**config.mk**
```make
export PLATFORM = sky130hd
export DESIGN_NAME = btb
export DESIGN_NICKNAME = d
export VERILOG_FILES = /design/src/rtl/bp_pkg.sv /design/src/rtl/sat_counter.sv /design/src/rtl/btb.sv
export SDC_FILE = /design/constraint.sdc
export NUM_CORES = 1
export LEC_CHECK = 0
export CAP_MARGIN = 20
export CORE_AREA = 5 5 254 256
export CTS_CLUSTER_SIZE = 28
export DETAILED_ROUTE_END_ITERATION = 8
export DIE_AREA = 0 0 259 261
export GPL_TIMING_DRIVEN = 0
export PLACE_DENSITY = 0.82
export SYNTH_ARGS = -nofsm -noshare
export SYNTH_HDL_FRONTEND = slang
export SYNTH_SLANG_ARGS = --single-unit
```
**constraint.sdc**
```tcl
create_clock -name clk -period 6.8 [get_ports clk]
set_input_delay 1.36 -clock clk [delete_from_list [all_inputs] [get_ports clk]]
set_output_delay 1.36 -clock clk [all_outputs]
set_load 0.01 [all_outputs]
```
**src/rtl/bp_pkg.sv**
```systemverilog
// bp_pkg: branch-type encodings and PC index/tag helpers shared by the BTB and BHT.
package bp_pkg;
    localparam int BP_IDX_W = 4;
    localparam int BP_TAG_W = 30 - BP_IDX_W;

    typedef enum logic [2:0] {
        NOBRANCH = 3'd0,
        BEQ      = 3'd1,
        BNE      = 3'd2,
        BLT      = 3'd3,
        BGE      = 3'd4,
        BLTU     = 3'd5,
        BGEU     = 3'd6
    } br_type_e;

    function automatic logic [31:0] pc_idx(input logic [31:0] pc, input int idx_w);
        return (pc >> 2) & ((32'd1 << idx_w) - 32'd1);
    endfunction

    function automatic logic [31:0] pc_tag(input logic [31:0] pc, input int idx_w);
        return pc >> (idx_w + 2);
    endfunction
endpackage

```
**src/rtl/sat_counter.sv**
```systemverilog
// sat_counter: up-counter that sticks at all-ones; clr has priority over inc.
module sat_counter #(
    parameter int W = 16
) (
    input  logic         clk,
    input  logic         inc,
    input  logic         clr,
    output logic [W-1:0] cnt
);
    logic [W-1:0] r_cnt;

    always_ff @(posedge clk) begin
        if (clr) r_cnt <= '0;
        else if (inc && r_cnt != '1) r_cnt <= r_cnt + 1'b1;
    end

    assign cnt = r_cnt;
endmodule

```
**src/rtl/btb.sv**
```systemverilog
// btb: direct-mapped branch target buffer with combinational lookup and saturating hit/lookup counters.
module btb
    import bp_pkg::*;
#(
    parameter int IDX_W = BP_IDX_W,
    parameter int TAG_W = 30 - IDX_W,
    parameter int CNT_W = 16
) (
    input  logic             clk,
    input  logic             rst,
    input  logic [31:0]      PCF,
    input  logic             StallF,
    input  logic [31:0]      PCE,
    input  logic [31:0]      BrNPC,
    input  logic             BranchE,
    input  logic [2:0]       BranchTypeE,
    output logic             BTBhit,
    output logic [31:0]      PredTarget,
    output logic [CNT_W-1:0] LookupCnt,
    output logic [CNT_W-1:0] HitCnt
);
    localparam int ENTRIES = 2 ** IDX_W;

    logic [ENTRIES-1:0] r_valid;
    logic [TAG_W-1:0]   r_tag    [ENTRIES];
    logic [29:0]        r_target [ENTRIES];

    logic [IDX_W-1:0] w_idx, w_uidx;
    logic [TAG_W-1:0] w_tag, w_utag;
    logic             w_we, w_lookup, w_hit, w_clr, w_unused;

    assign w_idx  = IDX_W'(pc_idx(PCF, IDX_W));
    assign w_tag  = TAG_W'(pc_tag(PCF, IDX_W));
    assign w_uidx = IDX_W'(pc_idx(PCE, IDX_W));
    assign w_utag = TAG_W'(pc_tag(PCE, IDX_W));
    assign w_unused = ^BrNPC[1:0];

    // Only taken conditional branches allocate; jumps and not-taken outcomes leave the entry alone.
    assign w_we = rst && BranchE && (BranchTypeE != NOBRANCH);

    assign BTBhit     = r_valid[w_idx] && (r_tag[w_idx] == w_tag);
    assign PredTarget = BTBhit ? {r_target[w_idx], 2'b00} : 32'd0;

    always_ff @(posedge clk) begin
        if (!rst) r_valid <= '0;
        else if (w_we) r_valid[w_uidx] <= 1'b1;
    end

    always_ff @(posedge clk) begin
        if (w_we) begin
            r_tag[w_uidx]    <= w_utag;
            r_target[w_uidx] <= BrNPC[31:2];
        end
    end

    assign w_clr    = !rst;
    assign w_lookup = !StallF;
    assign w_hit    = !StallF && BTBhit;

    sat_counter #(.W(CNT_W)) u_lookup_cnt (
        .clk (clk),
        .inc (w_lookup),
        .clr (w_clr),
        .cnt (LookupCnt)
    );

    sat_counter #(.W(CNT_W)) u_hit_cnt (
        .clk (clk),
        .inc (w_hit),
        .clr (w_clr),
        .cnt (HitCnt)
    );
endmodule

```
==> results.toml, run 1 <==
[yosys]
syn_avg_cell_area_sq_um = 21.2
async_flop_share_pct = 0
yosysWarnings = 0
ys_seq_elements = 944
synth-edff-count = 896
yosys.area.top_type = "edfxtp_1"
seq_area_frac_synth_pct = 75.6
synth_area_leaders = "edfxtp_1 73%, mux4_2 15%, dfxtp_1 2.6%"
synth-main-ff-cell = "edfxtp_1"
synth.top_cell.area_share_pct = 73.0
synth_area_sq_mm = 0.0369
synth_cell_type_count = 67
syn_inst = 1739

[drt]
num_vias = 20000
ant_nets = 0
wl_um = 96500
wire_per_inst_um = 32.4
avgViaCountPerCell = 6.72
drcViolationCount = 1
drtPass1Iterations = 9
drt-initial-drc-count = 2992

[die]
fp.coreArea_sq_mm = 0.0623
ios = 168
initial_utilization_pct = 59.2
die_width_um = 259
die_area_sq_mm = 0.0676
die_y_um = 261
rows = 92

[worst_setup_path]
cp-end-kind = "output pin"
path_cells = "clkdlybuf4s15_2, buf_6, buf_6, mux4_2, mux2i_2, o22ai_1, a21oi_1, o2111ai_1, or4_4, or3b_1, buf_2, buf_6, clkbuf_8, nor2b_4, clkdlybuf4s50_1"
worst-r2r-cell-count = 11
crit_slowest_cell = "or4_4"
start_kind = "input port"
crit_top_cell = "buf_6"
crit_arrival_ns = 5.48
crit_type = "input port to output pin"
cp_max_fo = 10
required_ns = 5.44
r2r_slack_ns = 3.01
slowest_delay_ns = 0.57

[final_layout]
area_growth_pct = 19.3
drive_gt1_share_pct = 26.1
final_common_cell = "edfxtp_1"
mostFrequentLayoutCells = "896 x edfxtp_1, 239 x mux4_2, 143 x clkdlybuf4s50_1, 93 x clkbuf_16, 71 x mux2i_1"
fillCellCount = 3515
stdcell_area_sq_mm = 0.0440
nets = 2162

[min_path]
whs_path_depth = 2
hp-class = "flop to flop"

[clocking]
numCtsBuffers = 91
ctsRootBufferMaster = "clkbuf_16"
postCtsHoldBufs = 0
cts.clk_slew.worst_paths_ns = 0.07
cts_buffer_depth = 3
clk_latency_ns = 0.65
cts_tree = "done"
clock_sinks = 944
htree_levels = 3

[power]
peakVddDrop_uv = 263
leakage_nw = 14.3
pwr_density_cell_mw_per_mm2 = 276

[grt]
grt_max_degree = 25
grt_pass1_vias = 20500
antenna_found_initial = 8
grt_pass1_wl_um = 138000
grtUsageTotal_pct = 28.3
globalRoute.totalOverflow = 0

[timing]
fmax_ghz = 0.146
fin_crit_ns = 6.84
fin_skew_ns = 0.0167
tightest_slew_ns = 0.989
setup_slack_ns = -0.0389
rsz0062_at_grt = "true"
final-hold-violation-count = 0
slew_violations = 0
finalSetupTns_ns = -0.0994
slew_headroom_pct = 34.1
setup_viol = 4
min_period_over_period_pct = 101

[outcome]
violations = "design-rule violations, negative setup slack"
outcome = "complete, but fails checks"

[job]
drv_cap = 0

[place]
dp_hpwl_um = 56800
place_congestion = 0.886
placed_area_sq_mm = 0.0406
numPortBuffers = 155
[sequential cells by signal, summed over array words and instances, names as in the netlist]
name and flops:
r_target 480, r_tag 416, r_valid 16, u_hit_cnt.cnt 16
u_lookup_cnt.cnt 16
[cell families (layout without fill, tap and decap cells)]
family / after synthesis / in the layout / share of synthesized area (%)
xor gates and xnor gates: 44 / 44 / 1.04
and+or+nand+nor: 231 / 231 / 3.24
other: 1 / 5 / 0.0102
DFF: 944 / 944 / 75.6
buffers and inverters: 101 / 493 / 1.34
muxes: 328 / 328 / 17.1
AOI/OAI and AO/OA: 88 / 88 / 1.64
adders and majority gates: 2 / 2 / 0.0678
[metal layers]
metal  up-vias  track usage, %  wire length (um)
met2      1625            47.3             48500
met5         -               0                69
met3       308            5.71              9830
met4        10            11.8              4720
met1     10200            37.2             33400
li1       7865               -                 -
[Yosys cell counts, drive strengths merged (3+ instances only)]
cell type / instances
edfxtp: 896
mux4: 240
mux2i: 76
nor2: 69
dfxtp: 48
buf: 44
clkbuf: 41
nand2: 38
nor2b: 35
xor2: 24
xnor2: 20
nand3: 19
o21ai: 18
a21oi: 16
inv: 14
or3: 13
mux2: 12
nor3: 11
nand4: 9
o22ai: 9
a22oi: 8
and3: 7
nand2b: 7
a22o: 5
nand4b: 4
nor4: 4
o31ai: 4
or2: 3
or4: 3
[path summary, 6_finish.rpt]
kind | endpoint | from
worst max-delay path | PredTarget[24] | PCF[5]
worst min-delay path | r_valid[1] | r_valid[1]
worst max register to register | u_hit_cnt.cnt[8] | r_tag[14][1]
worst min register to register | r_valid[1] | r_valid[1]
[where the power goes]
group | total (mW) | switching, mW | internal, mW
Combinational | 0.694 | 0.384 | 0.310
Clock | 5.00 | 2.17 | 2.82
Sequential | 6.44 | 0.0212 | 6.42
Total | 12.1 | 2.58 | 9.55
[critical path: cells and delay by family]
family | cells | cell delay (ns)
AND/OR/NAND/NOR | 3 | 1.16
buffers and inverters | 7 | 1.85
multiplexers | 2 | 0.57
AO/OA/AOI/OAI | 3 | 0.52
[metrics by stage]
step | cells | power [mW] | hold slack (ns) | util, % | setup WS (ns)
finish | 2981 | 12.1 | 0.472 | 70.7 | -0.0389
floorplan | 1740 | 6.92 | 0.435 | - | 0.422
detailed placement | 2800 | 7.20 | 0.460 | 65.2 | -1.45
global route | 2981 | 12.5 | 0.491 | 70.7 | -0.104
global placement | 2741 | 7.16 | 0.445 | 63.4 | -5.25
CTS | 2969 | 12.1 | 0.474 | 70.3 | 0.0148
[area by class of cell]
cell class	count	area [sq um]	area share, %
buffer	85	686	1.56
multi-input combinational	695	8750	19.9
inverter	16	63.8	0.145
timing repair buffer	224	2670	6.07
tap	846	1060	2.41
clock inverter	56	514	1.17
sequential	944	27900	63.3
clock buffer	112	2400	5.45
antenna	3	7.51	0.0171
[what timing repair did]
action / CTS / global route
setup buffers: 1 / 4
setup endpoints to repair: 31 / 27
gates resized for setup: 96 / 46
pin swaps: 2 / 4
Power figures use the tool's default switching activity.
==> run 2, diff against run 1 <==
--- a/config.mk
+++ b/config.mk
@@ -12,6 +12,7 @@
 export DIE_AREA = 0 0 259 261
 export GPL_TIMING_DRIVEN = 0
 export PLACE_DENSITY = 0.82
+export REMOVE_ABC_BUFFERS = 1
 export SYNTH_ARGS = -nofsm -noshare
 export SYNTH_HDL_FRONTEND = slang
 export SYNTH_SLANG_ARGS = --single-unit
==> run 2 against run 1 <==
Against the previous run: sequential cell count did not move; combinational power decreased by 3%; final cell count shrank 2.3%; the flow now finishes without violations; largest cell class unchanged; setup slack better by 0.041 ns; critical path depth shrank 2; clock-buffer cell count fell by 6; largest power group unchanged; non-clock buffer count down 65; die area unchanged.
==> results.toml, run 2 (synthesized netlist as in run 1, its figures left out) <==
[die]
rows = 92
die_area_sq_mm = 0.0676
die_width_um = 259
fp.coreArea_sq_mm = 0.0623
ios = 168
initial_utilization_pct = 59.2
die_y_um = 261

[clocking]
cts_buffer_depth = 3
clock_sinks = 944
htree_levels = 3
cts.clk_slew.worst_paths_ns = 0.06
postCtsHoldBufs = 0
numCtsBuffers = 89
ctsRootBufferMaster = "clkbuf_16"
clk_latency_ns = 0.64
cts_tree = "done"

[drt]
drcViolationCount = 0
ant_nets = 0
drt-initial-drc-count = 2831
wl_um = 96200
num_vias = 19700
avgViaCountPerCell = 6.77
drtPass1Iterations = 5
wire_per_inst_um = 33.0

[power]
pwr_density_cell_mw_per_mm2 = 275
total_power_mw = 12.0
leakage_nw = 14.1
peakVddDrop_uv = 248

[timing]
fmax_ghz = 0.147
setup_viol = 0
slew_violations = 0
fin_crit_ns = 6.80
final-hold-violation-count = 0
rsz0062_at_grt = "true"
fin_skew_ns = 0.0213
min_period_over_period_pct = 100
tightest_slew_ns = 0.998
setup_slack_ns = 0.00171
slew_headroom_pct = 32.6

[final_layout]
area_growth_pct = 18.9
largest_reg_flops = 480
mostFrequentLayoutCells = "896 x edfxtp_1, 239 x mux4_2, 153 x clkdlybuf4s50_1, 90 x clkbuf_16, 76 x mux2i_1"
drive_gt1_share_pct = 24.4
nets = 2096
multi_input_area_sq_mm = 0.00870
reg.largest.list = "r_target x480, r_tag x416"
regMostFlops = "r_target"
finalNonFillerCells = 2911
seqCellArea_sq_mm = 0.0279
fillCellCount = 3557
final_common_cell = "edfxtp_1"

[min_path]
hp-class = "flop to flop"
hold_path.startpoint = "r_valid[5]"

[place]
place_congestion = 0.859
pre_cts_slack_ns = -1.01
dp_hpwl_um = 50200
numPortBuffers = 159
dp_cells = 2730

[worst_setup_path]
required_ns = 5.44
cp-end-kind = "output pin"
crit_arrival_ns = 5.44
cp_max_fo = 31
crit_type = "input port to output pin"
critPathLaunch = "PCF[2]"
r2r_start = "r_tag[10][9]"
start_kind = "input port"

[outcome]
outcome = "finished clean"

[grt]
grt_max_degree = 61
antenna_found_initial = 4
globalRoute.totalOverflow = 0
grtUsageTotal_pct = 28.4
grt_pass1_wl_um = 138000
grt_pass1_vias = 20200

[job]
drv_cap = 0
==> run 2: cell types whose count changed in the layout (fill, tap and decap cells not counted), moves of 11 or more <==
cell,change
buf_4,-12
bufbuf_16,+11
clkbuf_2,-16
clkbuf_1,-23
==> run 2: path summary, 6_finish.rpt <==
check / end / slack [ns] / cells past startpoint
worst min register to register: r_valid[5] / 0.49 / 2
worst max-delay path: PredTarget[8] / 0.002 / 13
worst min-delay path: r_valid[5] / 0.49 / 2
worst max register to register: u_hit_cnt.cnt[3] / 3.09 / 10
==> run 2: layout make-up <==
cell class	count	area share [%]
multi-input combinational	696	19.8
timing repair buffer	244	7.54
clock inverter	57	1.25
clock buffer	106	5.23
antenna	2	0.0114
tap	846	2.41
sequential	944	63.6
inverter	16	0.151
==> run 2: what timing repair did <==
action	4_1_cts	5_1_grt
pin swaps	1	0
setup buffers	3	0
setup endpoints to repair	31	15
gates cloned	12	1
gates resized for setup	23	5
==> run 2: through the flow <==
stage	utilization [%]	TNS, ns	instance area, sq um	hold slack (ns)
after floorplan	-	0	36400	0.435
after global placement	62.8	-3218.49	39100	0.444
after detailed placement	65.0	-25.06	40500	0.463
after CTS	70.3	0	43800	0.482
after global routing	70.4	-0.0894	43800	0.508
final	70.4	0	43800	0.490
==> run 2: critical path, cell delays in order <==
cell and delay [ns]:
buf_16 0.20, buf_16 0.19, buf_16 0.18, mux4_2 0.56, o2bb2ai_1 0.15, o311a_1 0.28
a21oi_1 0.16, o2111ai_1 0.20, or4_4 0.61, or3b_4 0.45, buf_16 0.24, nor2b_2 0.23
clkdlybuf4s50_1 0.58
==> run 2: layer usage <==
| metal | part of all wire, % | vias to the layer above | track usage (%) |
|---|---|---|---|
| met2 | 51 | 1491 | 48.0 |
| li1 | - | 7724 | - |
| met5 | 0.021 | - | 0 |
| met4 | 3.5 | 4 | 9.52 |
| met3 | 10 | 233 | 5.61 |
| met1 | 35 | 10300 | 37.9 |
==> run 2: power by group <==
group          internal [mW]  switching [mW]  total [mW]
clock                   2.79            2.14        4.93
sequential              6.42          0.0213        6.44
combinational          0.318           0.358       0.676
total                   9.53            2.52        12.0
==> run 3, diff against run 2 <==
--- a/config.mk
+++ b/config.mk
@@ -13,6 +13,7 @@
 export GPL_TIMING_DRIVEN = 0
 export PLACE_DENSITY = 0.82
 export REMOVE_ABC_BUFFERS = 1
+export SLEW_MARGIN = 20
 export SYNTH_ARGS = -nofsm -noshare
 export SYNTH_HDL_FRONTEND = slang
 export SYNTH_SLANG_ARGS = --single-unit
==> run 3 against run 2 <==
Against the previous run: core utilization is 0.90 points higher; register-to-register slack about the same; sequential share of layout area is 0.80 points lower; sequential power is essentially flat; total power up 0.19%; sequential cell count stayed put; non-clock buffer count rose by 26; global-route usage up 1.4 points; first-iteration DRC count increased by 1.2%; hold slack gained 0.0067 ns; clock power about the same; highest routed layer unchanged.
==> results.toml, run 3 (synthesized netlist as in run 1, its figures left out) <==
[final_layout]
stdcell_area_sq_mm = 0.0444
area_growth_pct = 20.4
final_util_pct = 71.3
fillCellCount = 3437
seqCellArea_sq_mm = 0.0279
nets = 2122
regMostFlops = "r_target"
largest_reg_flops = 480
multi_input_area_sq_mm = 0.00874
mostFrequentLayoutCells = "896 x edfxtp_1, 239 x mux4_2, 151 x clkdlybuf4s50_1, 91 x clkbuf_16, 72 x mux2i_1"
drive_gt1_share_pct = 25.8
final_common_cell = "edfxtp_1"
reg.largest.list = "r_target x480, r_tag x416"

[grt]
groute.layer.met2.usage_pct = 49.1
globalRoute.totalOverflow = 0
grtUsageTotal_pct = 29.8
use_met3_pct = 7.58
grt_pass1_vias = 20600
grt_max_degree = 42
antenna_found_initial = 8
busiest_layer = "met2"
grt_pass1_wl_um = 144000
use_met1_pct = 38.8

[power]
pwr_density_cell_mw_per_mm2 = 272
peakVddDrop_uv = 268
total_power_mw = 12.1
leakage_nw = 14.4

[timing]
slew_headroom_pct = 29.5
hold_ws_ns = 0.496
fmax_ghz = 0.149
slew_violations = 0
finalSetupTns_ns = 0
tightest_slew_ns = 1.04
setup_viol = 0
fin_crit_ns = 6.70
min_period_over_period_pct = 98.5
rsz0062_at_grt = "false"
final-hold-violation-count = 0
fin_skew_ns = 0.0198

[worst_setup_path]
crit_arrival_ns = 5.34
path_cells = "buf_16, buf_16, mux4_2, mux2i_2, o22ai_1, a21oi_1, o2111ai_1, or4_4, or3b_4, buf_16, nor2b_4, clkdlybuf4s50_1"
path_delay_family = "buffers and inverters"
crit_slowest_cell = "or4_4"
slowest_delay_ns = 0.59
critPathBufInv = 4
crit_top_cell = "buf_16"
cp_max_fo = 38
required_ns = 5.44
crit_type = "input port to output pin"
cp.depth = 12
cp-end-kind = "output pin"
worst-r2r-cell-count = 10
start_kind = "input port"

[drt]
ant_nets = 0
drt-initial-drc-count = 2864
avgViaCountPerCell = 6.80
num_vias = 20000
drtPass1Iterations = 6
drcViolationCount = 0
wire_per_inst_um = 34.0
wl_um = 99900

[job]
drv_cap = 0

[die]
die_y_um = 261
ios = 168
rows = 92
fp.coreArea_sq_mm = 0.0623
initial_utilization_pct = 59.2
die_width_um = 259
die_area_sq_mm = 0.0676

[clocking]
cts.clk_slew.worst_paths_ns = 0.06
clk_latency_ns = 0.64
htree_levels = 3
ctsRootBufferMaster = "clkbuf_16"
cts_buffer_depth = 3
numCtsBuffers = 89
cts_tree = "done"
clock_sinks = 944

[place]
placed_area_sq_mm = 0.0409
numPortBuffers = 159
dp_hpwl_um = 53500
place_congestion = 0.859

[min_path]
whs_path_depth = 2
hp-class = "flop to flop"

[outcome]
outcome = "finished clean"
[run 3: layer usage]
layer / up-vias / share of wire (%) / wire, um
met2: 1617 / 50 / 49900
met3: 327 / 11 / 11500
met4: 4 / 4.6 / 4570
li1: 7788 / - / -
met5: - / 0.027 / 27
met1: 10200 / 34 / 33900
[run 3: cell type report]
type                       instances  area share (%)
clock buffer                     112            5.28
sequential                       944            62.8
multi-input combinational        696            19.7
antenna                            7          0.0395
tap                              846            2.38
clock inverter                    49            1.08
inverter                          16           0.155
timing repair buffer             270            8.61
[run 3: stage by stage]
step / setup WS [ns] / cells
final: 0.0989 / 2940
after global routing: 0.0388 / 2936
after CTS: 0.0482 / 2932
after detailed placement: -1.01 / 2751
after global placement: -15.15 / 2660
after floorplan: 0.208 / 1655
[run 3: power breakdown]
group | internal (mW) | switching (mW)
logic | 0.332 | 0.371
registers | 6.42 | 0.0230
clock network | 2.79 | 2.13
total | 9.54 | 2.53
[run 3: repair_timing]
action	CTS	global route
hold buffers	0	0
resized for setup	26	11
pin swaps	1	1
endpoints found under the setup margin	31	22
cloned	14	1
buffers inserted	6	0
[run 3: worst paths after layout]
kind,startpoint,endpoint,slack [ns]
worst max-delay path,PCF[4],PredTarget[18],0.1
worst min-delay path,u_hit_cnt.cnt[10],u_hit_cnt.cnt[10],0.50
worst max register to register,r_tag[13][11],u_hit_cnt.cnt[3],3.08
worst min register to register,u_hit_cnt.cnt[10],u_hit_cnt.cnt[10],0.50
[run 3: worst min-delay path, stage by stage, from the launching register on]
cell and delay [ns]:
dfxtp_1 0.32, nand2_1 0.06, mux2i_1 0.06
